===== src/rtl/issue_rat_freelist_ckpt.sv =====
// PRF free list: circular FIFO of free physical registers with a ring of
// read-pointer checkpoints that allow single-cycle rollback of speculative acquires.
module issue_rat_freelist_ckpt #(
  parameter int PRF_COUNT = 64,
  parameter int PRF_W     = 6,
  parameter int ARCH_REGS = 32,
  parameter int ACQ_N     = 2,
  parameter int FGR_COUNT = 8,
  parameter int FGR_W     = 3
) (
  input  logic                   clk,
  input  logic                   reset,
  input  logic [PRF_W-1:0]       i_redeemed_prf,
  input  logic                   i_redeemed_valid,
  output logic                   o_redeemed_ready,
  output logic [ACQ_N*PRF_W-1:0] o_acquire_prf,
  output logic [ACQ_N-1:0]       o_acquire_valid,
  input  logic [ACQ_N-1:0]       i_acquire_ready,
  output logic [FGR_W-1:0]       o_ckpt_fgr,
  output logic                   o_ckpt_ready,
  input  logic                   i_ckpt_valid,
  input  logic [FGR_W-1:0]       i_commit_fgr,
  input  logic                   i_commit_valid,
  input  logic [FGR_W-1:0]       i_abandon_fgr,
  input  logic                   i_abandon_valid,
  output logic [PRF_W:0]         o_free_count
);
  localparam int FREE_INIT = PRF_COUNT - ARCH_REGS;

  logic [PRF_W-1:0] r_mem [PRF_COUNT];
  logic [PRF_W:0]   r_rptr;
  logic [PRF_W:0]   r_wptr;
  logic [PRF_W:0]   r_snap [FGR_COUNT];
  logic [FGR_W:0]   r_ck_head;
  logic [FGR_W:0]   r_ck_tail;

  logic [PRF_W:0]         w_free;
  logic [ACQ_N-1:0]       w_acq_valid;
  logic [ACQ_N*PRF_W-1:0] w_acq_prf;
  logic [PRF_W:0]         w_n;
  logic                   w_contig;
  logic                   w_red_ready;
  logic                   w_red_fire;
  logic [FGR_W:0]         w_ck_used;
  logic                   w_ck_ready;
  logic                   w_ck_fire;
  logic [FGR_W:0]         w_ab_tail;
  logic [PRF_W:0]         w_rptr_adv;

  assign w_free = r_wptr - r_rptr;

  // Grant lanes from the FIFO head; only a contiguous run from lane 0 fires.
  always_comb begin
    w_acq_valid = '0;
    w_acq_prf   = '0;
    w_n         = '0;
    w_contig    = 1'b1;
    for (int k = 0; k < ACQ_N; k++) begin
      w_acq_valid[k] = (w_free > (PRF_W+1)'(k)) && !i_abandon_valid;
      w_acq_prf[k*PRF_W +: PRF_W] = r_mem[r_rptr[PRF_W-1:0] + PRF_W'(k)];
      if (w_contig && w_acq_valid[k] && i_acquire_ready[k])
        w_n = w_n + (PRF_W+1)'(1);
      else
        w_contig = 1'b0;
    end
  end

  assign w_rptr_adv  = r_rptr + w_n;
  assign w_red_ready = (w_free < (PRF_W+1)'(PRF_COUNT));
  assign w_red_fire  = i_redeemed_valid && w_red_ready;
  assign w_ck_used   = r_ck_tail - r_ck_head;
  assign w_ck_ready  = (w_ck_used != (FGR_W+1)'(FGR_COUNT)) && !i_abandon_valid;
  assign w_ck_fire   = i_ckpt_valid && w_ck_ready;
  // Rebuild the wrap bit of the abandoned tag from its distance past the head.
  assign w_ab_tail   = r_ck_head + {1'b0, FGR_W'(i_abandon_fgr - r_ck_head[FGR_W-1:0])};

  always_ff @(posedge clk or negedge reset) begin
    if (!reset) begin
      for (int i = 0; i < PRF_COUNT; i++)
        r_mem[i] <= (i < FREE_INIT) ? PRF_W'(ARCH_REGS + i) : '0;
      for (int i = 0; i < FGR_COUNT; i++)
        r_snap[i] <= '0;
      r_rptr    <= '0;
      r_wptr    <= (PRF_W+1)'(FREE_INIT);
      r_ck_head <= '0;
      r_ck_tail <= '0;
    end else begin
      if (w_red_fire) begin
        r_mem[r_wptr[PRF_W-1:0]] <= i_redeemed_prf;
        r_wptr                   <= r_wptr + (PRF_W+1)'(1);
      end
      if (i_abandon_valid) begin
        r_rptr    <= r_snap[i_abandon_fgr];
        r_ck_tail <= w_ab_tail;
      end else begin
        r_rptr <= w_rptr_adv;
        if (w_ck_fire) begin
          r_snap[r_ck_tail[FGR_W-1:0]] <= w_rptr_adv;
          r_ck_tail                    <= r_ck_tail + (FGR_W+1)'(1);
        end
      end
      if (i_commit_valid)
        r_ck_head <= r_ck_head + (FGR_W+1)'(1);
    end
  end

  assign o_acquire_valid  = reset ? w_acq_valid : '0;
  assign o_acquire_prf    = reset ? w_acq_prf : '0;
  assign o_redeemed_ready = reset && w_red_ready;
  assign o_ckpt_ready     = reset && w_ck_ready;
  assign o_ckpt_fgr       = reset ? r_ck_tail[FGR_W-1:0] : '0;
  assign o_free_count     = reset ? w_free : '0;
endmodule

===== config.mk =====
export PLATFORM = sky130hd
export DESIGN_NAME = issue_rat_freelist_ckpt
export DESIGN_NICKNAME = d
export VERILOG_FILES = /design/src/rtl/issue_rat_freelist_ckpt.sv
export SDC_FILE = /design/constraint.sdc
export NUM_CORES = 1
export LEC_CHECK = 0
export BUFFER_PORTS_ARGS = -buffer_cell sky130_fd_sc_hd__buf_2
export CORE_MARGIN = 2
export CORE_UTILIZATION = 30
export CTS_CLUSTER_SIZE = 16
export DETAILED_ROUTE_END_ITERATION = 6
export GPL_ROUTABILITY_DRIVEN = 0
export HOLD_SLACK_MARGIN = 0.08
export PLACE_DENSITY = 0.46
export SLEW_MARGIN = 20
export SYNTH_ARGS = -nofsm -noshare
export SYNTH_HDL_FRONTEND = slang
export SYNTH_SLANG_ARGS = --single-unit

===== constraint.sdc =====
create_clock -name clk -period 13.8 [get_ports clk]
set_input_delay 0.69 -clock clk [delete_from_list [all_inputs] [get_ports clk]]
set_output_delay 0.69 -clock clk [all_outputs]
set_load 0.05 [all_outputs]

Word level (Yosys, flattened, before mapping)
Cells that the tools add are included.
{ "totals": {"reg_bits": 462, "latch_bits": 0, "mem_bits_rw": 0, "rom_bits": 0, "in_bits": 20, "out_inout_bits": 26, "elab_cells": 143, "mem_count": 0} }
{ "op_classes": {"add_sub_neg": 10, "n_mul": 0, "div_mod_pow": 0, "order_cmp": 10, "n_eq_ne": 1, "n_shift": 0, "n_mux": 25, "bitwise": 6, "n_reduce_logical": 15} }
{ "ops": {"columns": ["cell", "n"], "rows": [
  ["$bwmux 384", 1],
  ["$bmux 6 s6", 2],
  ["$bwmux 56", 1],
  ["$demux 6 s6", 1],
  ["$mux 7", 5],
  ["$mux 6", 5],
  ["$bmux 7 s3", 1],
  ["$demux 7 s3", 1],
  ["$ge 7x7->1 const B", 3],
  ["$not 6->7", 3],
  ["$gt 7x1->1 const B", 2],
  ["$logic_and 1x1->1", 12],
  ["$mux 12", 1],
  ["$add 4x1->4 const B", 2],
  ["$ge 4x4->1 const B", 2],
  ["$mux 4", 2],
  ["$not 3->4", 2],
  ["$add 7x1->7 const B", 1],
  ["$add 7x7->7", 1],
  ["$lt 7x1->1 const B", 1],
  ["$lt 7x7->1 const B", 1],
  ["$sub 7x7->7", 1],
  ["$add 6x1->6 const B", 1],
  ["$add 4x3->4", 1],
  ["12 further kinds", 14]
]} }

Depth between registers and ports, before layout
Gate-level depths: netlist of the first run.
{ "logic_depth": {"ltp_word": 10, "ltp_mapped": 20, "mapped_depth_nobuf": 18} }

Worst setup path before layout of the first run
OpenSTA, ideal clock, no wires.
{ "synth_path": {"kind": "flip-flop to flip-flop", "startpoint": "register r_rptr[3]", "endpoint": "register r_snap[20] (netlist bit)", "setup_time_ps": 66, "arrival_ps": 4844, "t_required_ps": 13734, "setup_slack_ps": 8889, "stages_incl_launch_ff": 20, "path_buffers": 4, "synth_period_minus_slack_ps": 4911, "cell_sequence": "dfrtp_1 clkbuf_1 inv_1 buf_1 buf_1 ha_1 o21a_1 o2111ai_1 o211ai_2 buf_6 nor4_2 a21oi_1 ha_1 ha_1 inv_1 fa_1 nor3_1 nand3_1 xnor2_1 mux2_2"} }
{ "synth_between": {"elab_chain_len": 10, "word_cells_on_any_way": 14, "cone_classes": "add/sub: 3; order compare: 2; mux: 4; reduce/logical: 5"} }
{ "synth_rtl": {"columns": ["item", "line_no", "source"], "rows": [
  ["start: declaration", "31", "logic [PRF_W:0] r_rptr;"],
  ["start signal: assignment", "93", "r_rptr <= r_snap[i_abandon_fgr];"],
  ["start signal: assignment", "96", "r_rptr <= w_rptr_adv;"],
  ["$sub 7x7->7", "50", "assign w_free = r_wptr - r_rptr;"],
  ["$gt 7x1->1", "59", "w_acq_valid[k] = (w_free > (PRF_W+1)'(k)) && !i_abandon_valid;"],
  ["$logic_and 1x1->1", "59", null],
  ["$logic_and 1x1->1", "61", "if (w_contig && w_acq_valid[k] && i_acquire_ready[k])"],
  ["$mux 1", "61", null],
  ["$logic_and 1x1->1 (2 in a row)", "61", null],
  ["$mux 2", "61", null],
  ["$add 7x7->7 *", "68", "assign w_rptr_adv = r_rptr + w_n;"],
  ["$bwmux 56 *", "98", "r_snap[r_ck_tail[FGR_W-1:0]] <= w_rptr_adv;"],
  ["end signal: indexed assignment", "98", null],
  ["end: declaration", "33", "logic [PRF_W:0] r_snap [FGR_COUNT];"]
]} }
Every way passes the cells marked *; elsewhere a longest branch is shown, timed or not.
A chain may end at the register's enable or synchronous reset.

Worst setup path after layout of the first run
{ "layout_path": {"startpoint": "register r_rptr[1]", "endpoint": "register r_snap[20] (netlist bit)"} }
The elaborated chain is that of the path after synthesis.

==> metrics.txt, run 1 <==
CTS tree done; Top Metal Used met5; RSZ-0062 raised after global routing false; post-place setup slack 7.79 ns; unique cell type count in the Yosys netlist 58; Final setup violation count 0; Syn Inst Count 1692; grt total ovfl 0; I/O Buffers 42; clk sinks 462; critical path's largest stage delay 0.86 ns; Crit Path Category reg -> reg; Psw 2240 uW; syn avg cell area 15.1 sq um; power density cells 200 nW/um^2; hpwl dp 50.5 mm; routed metal-1 wirelength 34.7 mm; register area share after synthesis 45.7%; EDFF count, synth 0; startpoint types register; Top FF cell, synth dfrtp_1; slowest CP cell dfrtp_4; Synth Cell Area 25600 sq um; Worst Path Required 14.33 ns; arrival time at the worst endpoint 6.49 ns; FMAX 168 MHz; row cnt 107; drt pass-1 iters 6; non-filler cells, final 2887; die footprint 87800 sq um; Max VDD drop 0.184 mV; TritonCTS buffer count 56; share of layout cells above drive strength 1 55.9%; fin crit share 43.2%; vias in the first global route 16100; crit-path cells clkinv_1 > ha_1 > nor2b_1 > o21a_1 > o21a_1 > o311ai_0 > nor4_2 > nor3b_1 > ha_1 > ha_1 > inv_1 > fa_1 > nor3_1 > nand3_1 > xnor2_1 > mux2_2; post-placement cell count 2781; first-pass GRT wire length 114 mm; htree depth 2; CTS max path bufs 3; area fraction of the dominant cell type after synthesis 34.1%; drt via density 5.38; Final Skew 0.0432 ns; Vias 15500; Area Overhead vs Synth 13.1%; Die X 296 um; Ports 46; top cells by area, synth dfrtp_1, mux4_2, mux2_2; internal power 3560 uW; max cap viols 0; wirelength, routed 76.3 mm; Crit Path Max Fanout 28; WL per Instance 26.4 um; die height 296 um; # diodes 0; Final Slew Violations 0; initial core utilization 30.2%; Synthesized Nets 1735; Power, Total 5810 uW; Max transition margin 27.6%; DRC violations left 0; Synth top cells by count mux2_2, dfrtp_1, mux4_2; initial drt markers 1187; Core ar. 84900 sq um; most frequent cell on the critical path ha_1; final hold vios 0; Util after Layout 34.2%; Worst-path clk slew 0.06 ns; metal2 WL 35.3 mm; Seq pwr share 32.8%; Final min period 5.96 ns; CP Capture Type register; Clock Power Share 27.1%; register bit total from synthesis 462; Sw Share 38.6%; worst slew pin tran 1.08 ns; P_leak 0.0125 uW; final setup margin 7.84 ns; most common cell in the netlist mux2_2; initial antenna violation count 3; Hold Crit Class in -> reg; setup TNS 0 ns; final net count 1739; outcome finished clean; latest clock arrival within the worst-skew pair 0.63 ns; area leader, netlist dfrtp_1; FFs w/ async S/R, synth 100%; Comb pwr share 40.2%; clk root buf clkbuf_16; Total Routing Usage GR 17.7%; met3 wire length 4.16 mm; pin count of the biggest net entering global routing 77; YS warnings 0; ANT nets after route 0
-- cell families after synthesis --
kind of cell / Yosys count / share of synthesized area (%)
xor gates and xnor gates: 30 / 1.03
muxes: 716 / 41.6
adders and majority gates: 23 / 1.24
DFF: 462 / 45.7
buffers and inverters: 160 / 2.77
and+or+nand+nor: 223 / 5.53
AOI/OAI and AO/OA: 78 / 2.18
-- flip-flops by register name, summed over array words and instances, names as in the netlist --
register and cells:
r_mem 384, r_snap 56, r_rptr 7, r_ck_head 4, r_ck_tail 4, r_wptr 7
-- what timing repair did --
item | CTS | global route
hold buffers | 1 | 0
hold endpoints to repair | 27 | 0
setup buffers | 0 | 0
resized for setup | 0 | 0
-- metal layers --
layer	global-route usage (%)	vias to the layer above
li1	-	6563
met1	25.5	8446
met2	27.2	400
met3	3.27	115
met4	5.12	4
met5	0	-
-- power groups by stage --
stage / Clock, uW / Combinational (uW) / Sequential [uW]
2_1_floorplan: 0 / 1740 / 1790
3_3_place_gp: 0 / 2330 / 1900
3_5_place_dp: 0 / 2350 / 1920
4_1_cts: 1620 / 2350 / 1900
5_1_grt: 1680 / 2480 / 1940
6_report: 1570 / 2330 / 1900
-- placed cells by master, fill, tap and decap left out, drive strengths merged, types with 8 or more instances in the layout --
cell / instances
nor2: 34
dfrtp: 349
a21oi: 15
bufinv: 8
nand2b: 9
inv: 23
mux4: 232
clkbuf: 81
buf: 79
ha: 19
clkinv: 19
nor3: 41
nand3: 47
o221ai: 9
xnor2: 24
dfstp: 113
or3: 9
nand2: 50
o21ai: 9
mux2: 433
o22ai: 9
and3: 9
mux2i: 51
-- through the flow --
step / area (sq um) / hold slack (ns)
final: 29000 / 0.336
after global routing: 29000 / 0.341
after CTS: 29000 / 0.296
after detailed placement: 27000 / 0.488
after global placement: 27000 / 0.482
after floorplan: 25600 / 0.394
-- layout make-up --
type | instances | area (sq um)
Clock inverter | 24 | 339
Timing Repair Buffer | 80 | 512
Multi-Input combinational cell | 1070 | 13300
Tap cell | 1144 | 1430
Fill cell | 8254 | 55900
Sequential cell | 462 | 11700
Clock buffer | 81 | 1630
Inverter | 26 | 97.6
-- critical path, delay by kind of cell, from the launching register on --
kind	cells	cell delay (ns)
xor gates and xnor gates	1	0.65
muxes	1	0.28
adders and majority gates	4	1.22
AOI/OAI and AO/OA	3	0.99
DFF	1	0.86
and+or+nand+nor	5	1.11
buffers and inverters	2	0.78
-- worst paths after layout --
path | from | end | slack (ns) | cells after the start
min | i_commit_valid | r_ck_head[0] | 0.34 | 2
min reg2reg | r_wptr[6] | r_wptr[6] | 0.50 | 1
min in group asynchronous | reset | r_ck_head[2] | 0.67 | 2
max in group asynchronous | reset | r_mem[235] | 10.15 | 5
max reg2reg | r_rptr[1] | r_snap[20] | 7.84 | 16
max | r_rptr[1] | r_snap[20] | 7.84 | 16
(Power assumes the default switching activity.)
==> run 2: changes to the inputs <==
- clock period: 13.8 -> 5.9 ns (I/O delays scaled with it)
==> metrics.txt, run 2 (synthesis results as in run 1) <==
outcome finished clean (unchanged); most frequent cell on the critical path ha_1 (unchanged); clk root buf clkbuf_16 (unchanged); vias in the first global route 16300 (was 16100); filler cell count 8253 (was 8254); latest clock arrival within the worst-skew pair 0.64 ns (was 0.63 ns); die footprint 87800 sq um (unchanged); commonest non-fill, non-tap cell in the layout mux2_2 (unchanged); setup TNS 0 ns (unchanged); Crit Path Category reg -> reg (unchanged); most frequent cells in the layout mux2_2, dfrtp_1, mux4_2 (unchanged); fin crit share 84.3% (was 43.2%); Final min period 4.98 ns (was 5.96 ns); slowest CP cell xnor2_1 (was dfrtp_4); power density cells 472 nW/um^2 (was 200 nW/um^2); drt via density 5.38 (about the same); die height 296 um (unchanged); FMAX 201 MHz (was 168 MHz); DP Area 27100 sq um (was 27000 sq um); R2R depth 17 (was 16); initial core utilization 30.2% (unchanged); wirelength, routed 77.2 mm (was 76.3 mm); Ports 46 (unchanged); Post-CTS Setup Bufs 0 (unchanged); WL per Instance 26.6 um (was 26.4 um); final net count 1749 (was 1739); met3 wire length 3.44 mm (was 4.16 mm); arrival time at the worst endpoint 5.53 ns (was 6.49 ns); Area Overhead vs Synth 13.8% (was 13.1%); CTS resizes 0 (unchanged); drt pass-1 iters 5 (was 6); Hold Crit Class in -> reg (unchanged); Max VDD drop 0.294 mV (was 0.184 mV); CTS Hold Buffers Added 3 (was 1); design area 29200 sq um (was 29000 sq um); metal2 WL 35.3 mm (about the same); critical path's largest stage delay 0.62 ns (was 0.86 ns); crit-path cells inv_1 > ha_1 > fa_1 > nor2b_1 > o21a_1 > o21a_1 > o211ai_4 > nor4_2 > a21oi_1 > ha_1 > ha_1 > inv_1 > fa_1 > nor3_1 > nand3_1 > xnor2_1 > mux2_2 (was clkinv_1 > ha_1 > nor2b_1 > o21a_1 > o21a_1 > o311ai_0 > nor4_2 > nor3b_1 > ha_1 > ha_1 > inv_1 > fa_1 > nor3_1 > nand3_1 > xnor2_1 > mux2_2); first-pass GRT wire length 116 mm (was 114 mm); Hold Path End r_ck_tail[3] (was r_ck_head[0]); I/O Buffers 42 (unchanged); DRC violations left 0 (unchanged); Largest regs r_mem (384), r_snap (56) (unchanged); hpwl dp 50.6 mm (was 50.5 mm); Crit Path Max Fanout 9 (was 28); hold_sp i_abandon_valid (was i_commit_valid); Most flops, register r_mem (unchanged); Final Skew 0.0299 ns (was 0.0432 ns); grt total ovfl 0 (unchanged); max cap viols 0 (unchanged); row cnt 107 (unchanged); worst slew pin tran 1.03 ns (was 1.08 ns); Final setup violation count 0 (unchanged); Vias 15600 (was 15500); Worst-path clk slew 0.06 ns (about the same); Critical R2R Launch r_wptr[0] (was r_rptr[1]); RSZ-0062 raised after global routing false (unchanged); routed metal-1 wirelength 36.5 mm (was 34.7 mm); P_leak 0.0126 uW (was 0.0125 uW); Max transition margin 31.6% (was 27.6%); share of layout cells above drive strength 1 56.3% (was 55.9%); clk sinks 462 (unchanged); initial drt markers 1026 (was 1187); R2R Setup Slk 0.92 ns (was 7.84 ns); startpoint types register (unchanged); Reg-to-Reg End r_snap[48] (was r_snap[20]); TritonCTS buffer count 57 (was 56); Final Slew Violations 0 (unchanged); Top Metal Used met5 (unchanged); final hold vios 0 (unchanged); Worst Path Required 6.46 ns (was 14.33 ns); CP Capture Type register (unchanged); Die X 296 um (unchanged); Core ar. 84900 sq um (unchanged); Hold Path Cell Cnt 3 (was 2); pin count of the biggest net entering global routing 112 (was 77); ANT nets after route 0 (unchanged); max reg flops 384 (unchanged); CTS tree done (unchanged); CTS max path bufs 3 (unchanged); htree depth 2 (unchanged); Total Routing Usage GR 18.0% (was 17.7%); initial antenna violation count 3 (unchanged)
run 2: cell count changes in the layout (fill, tap and decap cells not counted), moves of 2 or more:
cell | before | now
clkbuf_1 | 12 | 9
clkbuf_16 | 56 | 58
buf_12 | 0 | 3
clkbuf_8 | 13 | 17
dlygate4sd3_1 | 1 | 3
buf_4 | 36 | 41
run 2: layout make-up:
class	count	area (sq um)	area share [%]
Antenna cell	1	2.50	0.00858
Clock buffer	84	1720	5.89
Clock inverter	24	328	1.12
Inverter	26	97.6	0.335
Multi-Input combinational cell	1070	13300	45.5
Sequential cell	462	11700	40.1
Tap cell	1144	1430	4.91
Timing Repair Buffer	89	618	2.12
run 2: power by group:
group	internal, uW	switching (uW)	total (uW)	leakage [uW]
logic	2280	3410	5680	0.00570
registers	3870	432	4300	0.00586
clock network	2320	1460	3780	0.00102
total	8470	5300	13800	0.0126
run 2: stage by stage:
stage	instances	util [%]	worst slack (ns)	total power [uW]	hold slack [ns]
final	2900	34.4	0.925	13800	0.143
after global routing	2899	34.4	0.407	14500	0.135
after CTS	2899	34.4	0.925	14000	0.106
after detailed placement	2788	31.9	0.949	10100	0.386
after global placement	2788	31.9	1.04	9990	0.369
after floorplan	1692	-	0.989	8250	-0.000591
run 2: layer usage:
metal	vias to the layer above	GRT usage, %
met5	-	0
met4	2	5.20
met3	102	2.65
met2	357	27.7
met1	8542	26.3
li1	6595	-
run 2: worst max-delay path by stage:
stage | startpoint | end | cells past startpoint
floorplan | r_rptr[3] | r_snap[20] | 19
global placement | r_wptr[0] | r_snap[34] | 17
detailed placement | r_wptr[0] | r_snap[48] | 17
CTS | r_wptr[0] | r_snap[48] | 17
global route | r_wptr[0] | r_rptr[6] | 18
finish | r_wptr[0] | r_snap[48] | 17
run 2: critical path: cells and delay by family, from the launching register on:
| kind | cells | cell delay (ns) |
|---|---|---|
| and+or+nand+nor | 4 | 1.15 |
| xor gates and xnor gates | 1 | 0.62 |
| adders and majority gates | 5 | 1.52 |
| muxes | 1 | 0.29 |
| DFF | 1 | 0.46 |
| AOI/OAI and AO/OA | 4 | 0.68 |
| buffers and inverters | 2 | 0.21 |
